--- config.mk ---
export PLATFORM = sky130hd
export DESIGN_NAME = gpio_debounce_irq
export DESIGN_NICKNAME = d
export VERILOG_FILES = /design/src/rtl/gpio_debounce_irq_pkg.sv /design/src/rtl/gpio_debounce_bit.sv /design/src/rtl/gpio_debounce_irq.sv
export SDC_FILE = /design/constraint.sdc
export NUM_CORES = 1
export LEC_CHECK = 0
export ABC_AREA = 1
export CORE_MARGIN = 4
export CORE_UTILIZATION = 30
export DETAILED_ROUTE_END_ITERATION = 8
export PLACE_DENSITY = 0.57
export SLEW_MARGIN = 20
export SYNTH_ARGS = -nofsm -noshare
export SYNTH_HDL_FRONTEND = slang
export SYNTH_SLANG_ARGS = --single-unit
--- constraint.sdc ---
create_clock -name clk -period 7.3 [get_ports clk]
set_input_delay 1.46 -clock clk [delete_from_list [all_inputs] [get_ports clk]]
set_output_delay 1.46 -clock clk [all_outputs]
set_load 0.02 [all_outputs]
--- src/rtl/gpio_debounce_irq_pkg.sv ---
// Shared constants and types for the GPIO debounce/interrupt block.
// Latency: n/a (package only).
// Backpressure: n/a (package only).
package gpio_debounce_irq_pkg;

   // Default pin count and debounce window used by the top level
   localparam int GPIO_WIDTH_DEFAULT      = 16;
   localparam int DEBOUNCE_CYCLES_DEFAULT = 4;

   // The edge counter is 8 bits wide and sticks at its maximum
   localparam logic [7:0] EDGE_CNT_MAX = 8'd255;

   // Pin vector at the default width
   typedef logic [GPIO_WIDTH_DEFAULT-1:0] gpio_vec_t;

   // Add an increment to the 8-bit edge counter, clamping at EDGE_CNT_MAX
   function automatic logic [7:0] edge_cnt_sat_add(input logic [7:0]  base,
                                                   input logic [15:0] inc);
      logic [16:0] sum;
      sum = {9'd0, base} + {1'b0, inc};
      if (sum > {9'd0, EDGE_CNT_MAX}) begin
         return EDGE_CNT_MAX;
      end
      return sum[7:0];
   endfunction

endpackage

--- src/rtl/gpio_debounce_bit.sv ---
// One GPIO pin: two-flop synchronizer, stability counter, stable level and edge pulse.
// Latency: a held pin change reaches level 2+DEBOUNCE_CYCLES clocks after the first sampling edge.
// Backpressure: none; free-running. Falling edges pulse only with GPIO_DEBOUNCE_IRQ_FALL_EDGE_EN.
module gpio_debounce_bit
   import gpio_debounce_irq_pkg::*;
#(
   parameter int DEBOUNCE_CYCLES = DEBOUNCE_CYCLES_DEFAULT
) (
   input  logic clk,
   input  logic rst,
   input  logic pin,
   output logic level,
   output logic edge_pulse
);

   localparam int               CNT_W    = $clog2(DEBOUNCE_CYCLES + 1);
   localparam logic [CNT_W-1:0] CNT_LAST = CNT_W'(DEBOUNCE_CYCLES - 1);

   logic             s1;
   logic             s2;
   logic             stable;
   logic [CNT_W-1:0] cnt;
   logic             accept;

   // The new level is taken on the cycle the disagreement has lasted the full window
   assign accept = (s2 != stable) && (cnt == CNT_LAST);

   // Two-flop synchronizer: nothing downstream looks at the raw pin
   always_ff @(posedge clk) begin
      if (rst) begin
         s1 <= 1'b0;
         s2 <= 1'b0;
      end else begin
         s1 <= pin;
         s2 <= s1;
      end
   end

   // Count consecutive cycles where the synchronized pin disagrees with the stable level
   always_ff @(posedge clk) begin
      if (rst) begin
         stable <= 1'b0;
         cnt    <= '0;
      end else if (s2 == stable) begin
         cnt <= '0;
      end else if (accept) begin
         stable <= s2;
         cnt    <= '0;
      end else begin
         cnt <= cnt + CNT_W'(1);
      end
   end

   assign level = stable;

`ifdef GPIO_DEBOUNCE_IRQ_FALL_EDGE_EN
   // Any accepted level change is an event
   assign edge_pulse = accept;
`else
   // Only accepted 0->1 changes are events; falls just move the level
   assign edge_pulse = accept & s2;
`endif

endmodule

--- src/rtl/gpio_debounce_irq.sv ---
// Debounced GPIO bank with latched per-pin edge flags, masked interrupt and saturating edge counter.
// Latency: level/pending 2+DEBOUNCE_CYCLES clocks after a held pin change; irq one clock after pending.
// Backpressure: none; clears are single-cycle strobes, a same-cycle set beats a clear.
// Falling-edge events are enabled by defining GPIO_DEBOUNCE_IRQ_FALL_EDGE_EN.
module gpio_debounce_irq
   import gpio_debounce_irq_pkg::*;
#(
   parameter int GPIO_WIDTH      = GPIO_WIDTH_DEFAULT,
   parameter int DEBOUNCE_CYCLES = DEBOUNCE_CYCLES_DEFAULT
) (
   input  logic                  clk,
   input  logic                  rst,
   input  logic [GPIO_WIDTH-1:0] gpio_in,
   input  logic [GPIO_WIDTH-1:0] irq_mask,
   input  logic                  clr_valid,
   input  logic [GPIO_WIDTH-1:0] clr_mask,
   input  logic                  cnt_clr,
   output logic [GPIO_WIDTH-1:0] gpio_out,
   output logic [GPIO_WIDTH-1:0] pending,
   output logic                  irq,
   output logic [7:0]            edge_count
);

   logic [GPIO_WIDTH-1:0] edge_vec;
   logic [GPIO_WIDTH-1:0] clr_vec;
   logic [15:0]           edge_pop;
   logic [7:0]            cnt_base;

   // One debounce slice per pin
   for (genvar g = 0; g < GPIO_WIDTH; g++) begin : g_bit
      gpio_debounce_bit #(
         .DEBOUNCE_CYCLES (DEBOUNCE_CYCLES)
      ) u_bit (
         .clk        (clk),
         .rst        (rst),
         .pin        (gpio_in[g]),
         .level      (gpio_out[g]),
         .edge_pulse (edge_vec[g])
      );
   end

   assign clr_vec  = clr_valid ? clr_mask : '0;
   assign cnt_base = (clr_valid && cnt_clr) ? 8'd0 : edge_count;

   // Number of pins reporting an event this cycle
   always_comb begin
      edge_pop = '0;
      for (int i = 0; i < GPIO_WIDTH; i++) begin
         edge_pop = edge_pop + 16'(edge_vec[i]);
      end
   end

   // Sticky event flags: clear first, then OR in new events so a set wins
   always_ff @(posedge clk) begin
      if (rst) begin
         pending <= '0;
      end else begin
         pending <= (pending & ~clr_vec) | edge_vec;
      end
   end

   // Interrupt reflects the registered flags and mask of the previous cycle
   always_ff @(posedge clk) begin
      if (rst) begin
         irq <= 1'b0;
      end else begin
         irq <= |(pending & irq_mask);
      end
   end

   // Event counter, masked pins included; a counter clear still keeps this cycle's events
   always_ff @(posedge clk) begin
      if (rst) begin
         edge_count <= 8'd0;
      end else begin
         edge_count <= edge_cnt_sat_add(cnt_base, edge_pop);
      end
   end

endmodule

==> flow_metrics.tcl, run 1 <==
set metrics [dict create \
    status "completed" \
    crit_type "in -> reg" \
    antenna_cells 0 \
    crit_path_start_kind "input pin" \
    setup_viol 0 \
    mappedNetlistArea_um2 5200 \
    syn-num-nets 725 \
    place_congestion 0.825 \
    synth_ff_type "dfxtp_1" \
    rsz0062_at_grt "no" \
    drive_above_1_share_pct 5.56 \
    avgViaCountPerCell 4.08 \
    tightest_slew_ps 967 \
    cts_setup_buffers 0 \
    htree_levels 4 \
    place_inst 907 \
    insertion_delay_ps 420 \
    fp.dieArea_um2 19500 \
    die_w_um 140 \
    slew_viol_final 0 \
    drtIter0Drc 112 \
    worst-endpoint-required_ps 7600 \
    final_area_um2 6830 \
    area_growth_pct 31.4 \
    grt_max_degree 70 \
    root_buffer "clkbuf_16" \
    fmax_mhz 177 \
    grt-ovfl-total 0 \
    clkTransAtPathRegs_ps 60 \
    ctsHoldBuffers 0 \
    ys_async_sr_fraction_pct 0 \
    rows 47 \
    total_power_mw 1.59 \
    initial_utilization_pct 31.0 \
    drv_cap 0 \
    io_pins 93 \
    holdCritPathClass "reg -> reg" \
    cts_buffers 17 \
    slew_headroom_pct 35.5 \
    placed_cell_area_um2 6230 \
    cts_resized 0 \
    worstPathArrival_ps 5950 \
    die_h_um 140 \
    endpoint_kind "flip-flop" \
    antenna_found_initial 0 \
    drt_pass1_iterations 4 \
    wl_per_cell_um 12.1 \
    io_buffers 92 \
    hpwl_um 8420 \
    vias 3831 \
    path_cells "clkdlybuf4s50_1 -> buf_4 -> nand2_8 -> nand2_1 -> fa_1 -> fa_1 -> fa_1 -> inv_1 -> fa_1 -> fa_1 -> inv_1 -> fa_1 -> inv_1 -> nand3_1 -> nand2_2 -> a21oi_4 -> o21ai_1 -> nand2_1 -> inv_1" \
    clock_path_buffers 2 \
    cp_slowest_cell "fa_1" \
    cp_top_family "adder cells" \
    tritoncts "done" \
    nets 810 \
    wl_um 11400 \
    ir_worst_vdd_mv 0.162 \
    power.density_nw_per_um2 232 \
    ff2ff_setup_slack_ps 2620 \
    hold_ws_ps 400 \
    period_needed_ps 5650 \
    postSynthAreaPerCell_um2 8.37 \
    core_area_um2 16800 \
    yosysUniqueCellTypes 24 \
    synth_edf_count 0 \
    period_share_pct 77.4 \
    grt_use_total_pct 12.2 \
    yosys.area.top_type_share_pct 46.6 \
    tns_ps 0 \
    fin_skew_ps 8.96 \
    path_buf_inv 6 \
    cellLeakagePower_nw 3.02 \
    crit_fanout 17 \
    path_common_cell "fa_1" \
    grt_pass1_wl_um 18500 \
    clock-sinks 121 \
    seq_area_frac_synth_pct 46.6 \
    ys_ff_latch 121 \
    final_core_util_pct 40.8 \
    hold_viol 0 \
    setup_ws_ps 1650 \
    yosysWarnings 0 \
    synth_largest_area_cell "dfxtp_1" \
    grt_pass1_vias 3745 \
    layout.cells.non_filler 939 \
    synthTopCellsByArea "dfxtp_1 (47%), ha_1 (9.6%), inv_1 (9.4%), nor2_1 (6.7%), nand2_1 (5.1%)" \
    dp_slack_ps 1240 \
    drc 0 \
    synthCells 621 \
    ant_nets 0 \
    max_stage_delay_ps 540 \
]
-- path summary, 6_finish.rpt --
kind                     startpoint            endpoint  depth (start not counted)
max                       clr_valid       edge_count[2]                         19
min              g_bit[15].u_bit.s1  g_bit[15].u_bit.s2                          2
max reg2reg  g_bit[14].u_bit.cnt[0]       edge_count[2]                         20
min reg2reg      g_bit[15].u_bit.s1  g_bit[15].u_bit.s2                          2
-- kinds of logic (layout without fill, tap and decap cells) --
| family | count (synthesis) | in the layout | share of synthesized area, % |
|---|---|---|---|
| simple gates | 215 | 215 | 17.5 |
| xor+xnor | 18 | 18 | 3.03 |
| buf+inv | 158 | 256 | 12.8 |
| fa+ha+maj | 52 | 52 | 14.2 |
| compound gates | 57 | 57 | 5.77 |
| flops | 121 | 121 | 46.6 |
-- layout make-up --
class	count	area (µm²)
clock buffers	22	464
clock inverters	10	143
fillers	1693	9930
inverters	130	488
multi-input cells	342	2110
flip-flops and latches	121	2420
well taps	220	275
repair buffers	94	931
-- worst register-to-register path: cells and delay by family (launching register included) --
family,cells,cell delay [ps]
AO/OA/AOI/OAI,2,370
adder cells (fa/ha/maj),8,3030
buffers and inverters,6,370
flip-flops,1,330
AND/OR/NAND/NOR,4,470
-- state kept, by name, summed over array words and instances (netlist names) --
register	flops
g_bit.u_bit.level	16
g_bit.u_bit.s1	16
edge_count	8
irq	1
pending	16
g_bit.u_bit.s2	16
g_bit.u_bit.cnt	48
-- power by group --
part	total, mW	switching [mW]	internal [mW]
Clock	0.849	0.294	0.555
Combinational	0.0584	0.0263	0.0321
Sequential	0.677	0.00546	0.672
Total	1.59	0.326	1.26
-- layout by cell type (no fill, tap or decap), drive strengths merged, types with 17 or more instances in the layout --
| cell | instances |
|---|---|
| o21ai | 17 |
| nor2 | 94 |
| ha | 40 |
| nand3 | 43 |
| a21oi | 40 |
| clkbuf | 22 |
| clkdlybuf4s50 | 91 |
| nand2 | 72 |
| dfxtp | 121 |
| inv | 131 |
-- cell usage after synthesis (2+ instances only) --
| cell type | n |
|---|---|
| a21oi_1 | 38 |
| buf_2 | 6 |
| buf_4 | 16 |
| clkbuf_1 | 5 |
| dfxtp_1 | 121 |
| fa_1 | 12 |
| ha_1 | 40 |
| inv_1 | 130 |
| nand2_1 | 70 |
| nand3_1 | 40 |
| nand3_2 | 3 |
| nand4_1 | 5 |
| nor2_1 | 93 |
| o21ai_0 | 16 |
| xnor2_1 | 2 |
| xor2_1 | 16 |
-- routing by layer --
layer | vias up | track usage [%] | routed length (µm)
met5 | - | 0 | 0
met4 | 0 | 4.28 | 163
met3 | 13 | 4.46 | 576
met2 | 67 | 20.2 | 5470
met1 | 1697 | 14.8 | 5150
li1 | 2054 | - | -
(Power assumes the default switching activity.)
==> inputs of run 2 (changes only) <==
PLACE_DENSITY = 0.59   (was 0.57)
clock period = 5.14 ns   (was 7.3 ns; I/O delays follow)
==> run 2 against run 1 <==
First-iteration DRC count rose by 38%; utilization hardly changed; worst hold slack worse by 1.3 ps; clock-buffer cell count is 4 lower; clock skew up 1.4 ps; combinational power increased by 43%; routed wire length decreased by 1.6%; via count decreased by 0.44%; sequential share of layout area about the same; total power rose by 39%; non-clock buffer count rose by 3; global-route usage is 0.26 points lower; critical path type is now reg -> reg; critical endpoint unchanged; largest power group unchanged; highest routed layer unchanged.
==> flow_metrics.tcl, run 2 (synthesis gave the netlist of run 1 again) <==
set metrics [dict create \
    avgViaCountPerCell 4.05 \
    grt_max_degree 69 \
    tritoncts "done" \
    reg2reg_to "edge_count[2]" \
    drt_pass1_iterations 4 \
    ir_worst_vdd_mv 0.221 \
    hold_ws_ps 399 \
    die_h_um 140 \
    slew_viol_final 0 \
    ctsHoldBuffers 0 \
    antenna_cells 0 \
    wl_um 11200 \
    io_pins 93 \
    initial_utilization_pct 31.0 \
    largest_register "g_bit.u_bit.cnt" \
    hpwl_um 8310 \
    placed_cell_area_um2 6250 \
    place_inst 910 \
    power.density_nw_per_um2 322 \
    rsz0062_at_grt "no" \
    ff2ff_setup_slack_ps 520 \
    htree_levels 4 \
    area_growth_pct 31.5 \
    drv_cap 0 \
    root_buffer "clkbuf_16" \
    period_needed_ps 4620 \
    grt_pass1_wl_um 17900 \
    worstPathArrival_ps 4930 \
    drc 0 \
    grt_pass1_vias 3605 \
    io_buffers 92 \
    final_area_um2 6840 \
    min_from "g_bit[10].u_bit.s1" \
    wl_per_cell_um 11.9 \
    grt-ovfl-total 0 \
    tightest_slew_ps 944 \
    ant_nets 0 \
    clock_path_buffers 2 \
    total_power_mw 2.20 \
    cellLeakagePower_nw 3.04 \
    vias 3814 \
    rr_worst_depth 20 \
    rows 47 \
    layout_commonest_cell "inv_1" \
    period_share_pct 90.0 \
    multi_input_area_um2 2110 \
    place_congestion 0.785 \
    core_area_um2 16800 \
    fmax_mhz 216 \
    slew_headroom_pct 37.0 \
    antenna_found_initial 0 \
    clkTransAtPathRegs_ps 50 \
    fill_cells 1699 \
    setup_viol 0 \
    min_to "g_bit[10].u_bit.s2" \
    tns_ps 0 \
    nets 813 \
    largest_register_ffs 48 \
    drtIter0Drc 154 \
    status "completed" \
    layout.cells.non_filler 942 \
    hold_viol 0 \
    fp.dieArea_um2 19500 \
    crit_type "reg -> reg" \
    seq_area_um2 2420 \
    crit_fanout 7 \
    endpoint_kind "flip-flop" \
    cts_buffers 17 \
    insertion_delay_ps 410 \
    hold_depth 2 \
    crit_path_start_kind "flip-flop" \
    mostFrequentLayoutCells "inv_1 (130), dfxtp_1 (121), nor2_1 (93), clkdlybuf4s50_1 (89), nand2_1 (70)" \
    holdCritPathClass "reg -> reg" \
    r2r_start "g_bit[12].u_bit.cnt[0]" \
    die_w_um 140 \
    drive_above_1_share_pct 6.37 \
    grt_use_total_pct 12.0 \
    clock-sinks 121 \
    fin_skew_ps 10.4 \
    worst-endpoint-required_ps 5440 \
]
==> run 2: cell types whose count changed in the layout (fill, tap and decap cells not counted), sizes merged <==
cell,change
clkinvlp,+2
clkdlybuf4s50,-2
bufinv,-1
buf,+3
dlymetal6s2s,+2
clkbuf,-4
clkinv,+1
inv,+2
==> run 2: layout make-up <==
| class | instances | share of cell area [%] |
|---|---|---|
| Clock buffer | 18 | 6.42 |
| Clock inverter | 14 | 2.14 |
| Inverter | 130 | 7.14 |
| Multi-Input combinational cell | 342 | 30.8 |
| Sequential cell | 121 | 35.4 |
| Tap cell | 220 | 4.02 |
| Timing Repair Buffer | 97 | 14.0 |
==> run 2: layer usage <==
metal	part of all wire [%]	up-vias	track usage, %
li1	-	2061	-
met1	46	1682	14.5
met2	48	61	19.7
met3	4.2	10	3.74
met4	1.4	0	5.05
met5	0	-	0
==> run 2: through the flow <==
step / worst slack (ps) / utilization [%]
after global routing: 218 / 40.8
after detailed placement: -273 / 37.3
final: 516 / 40.8
after global placement: -238 / 37.3
after CTS: 167 / 40.8
after floorplan: 337 / -
==> run 2: worst max path at each step <==
stage / from / end
CTS: cnt_clr / edge_count[2]
floorplan: clr_valid / edge_count[7]
detailed placement: cnt_clr / edge_count[7]
global route: g_bit[12].u_bit.cnt[0] / edge_count[7]
global placement: clr_valid / edge_count[7]
finish: g_bit[12].u_bit.cnt[0] / edge_count[2]
==> run 2: worst max-delay path, stage by stage (launching register included) <==
cell,delay (ps)
dfxtp_1,330
ha_1,160
ha_1,170
nand3_1,200
fa_1,600
inv_1,60
fa_1,490
inv_1,50
fa_1,470
inv_1,50
fa_1,500
fa_1,450
inv_1,80
fa_1,180
inv_1,50
nand3_1,100
nand2_2,100
a21oi_4,240
o21ai_1,100
nand2_1,60
inv_1,50
==> run 2: timing repair <==
| action | 4_1_cts | 5_1_grt |
|---|---|---|
| gates resized for setup | 0 | 2 |
| endpoints found under the setup margin | 0 | 4 |
| buffers inserted | 0 | 0 |
==> run 2: report_power, final <==
group / total [mW] / leakage [nW] / internal, mW / switching, mW
Sequential: 0.962 / 0.983 / 0.954 / 0.00768
Clock: 1.16 / 0.271 / 0.726 / 0.433
Combinational: 0.0836 / 1.79 / 0.0459 / 0.0377
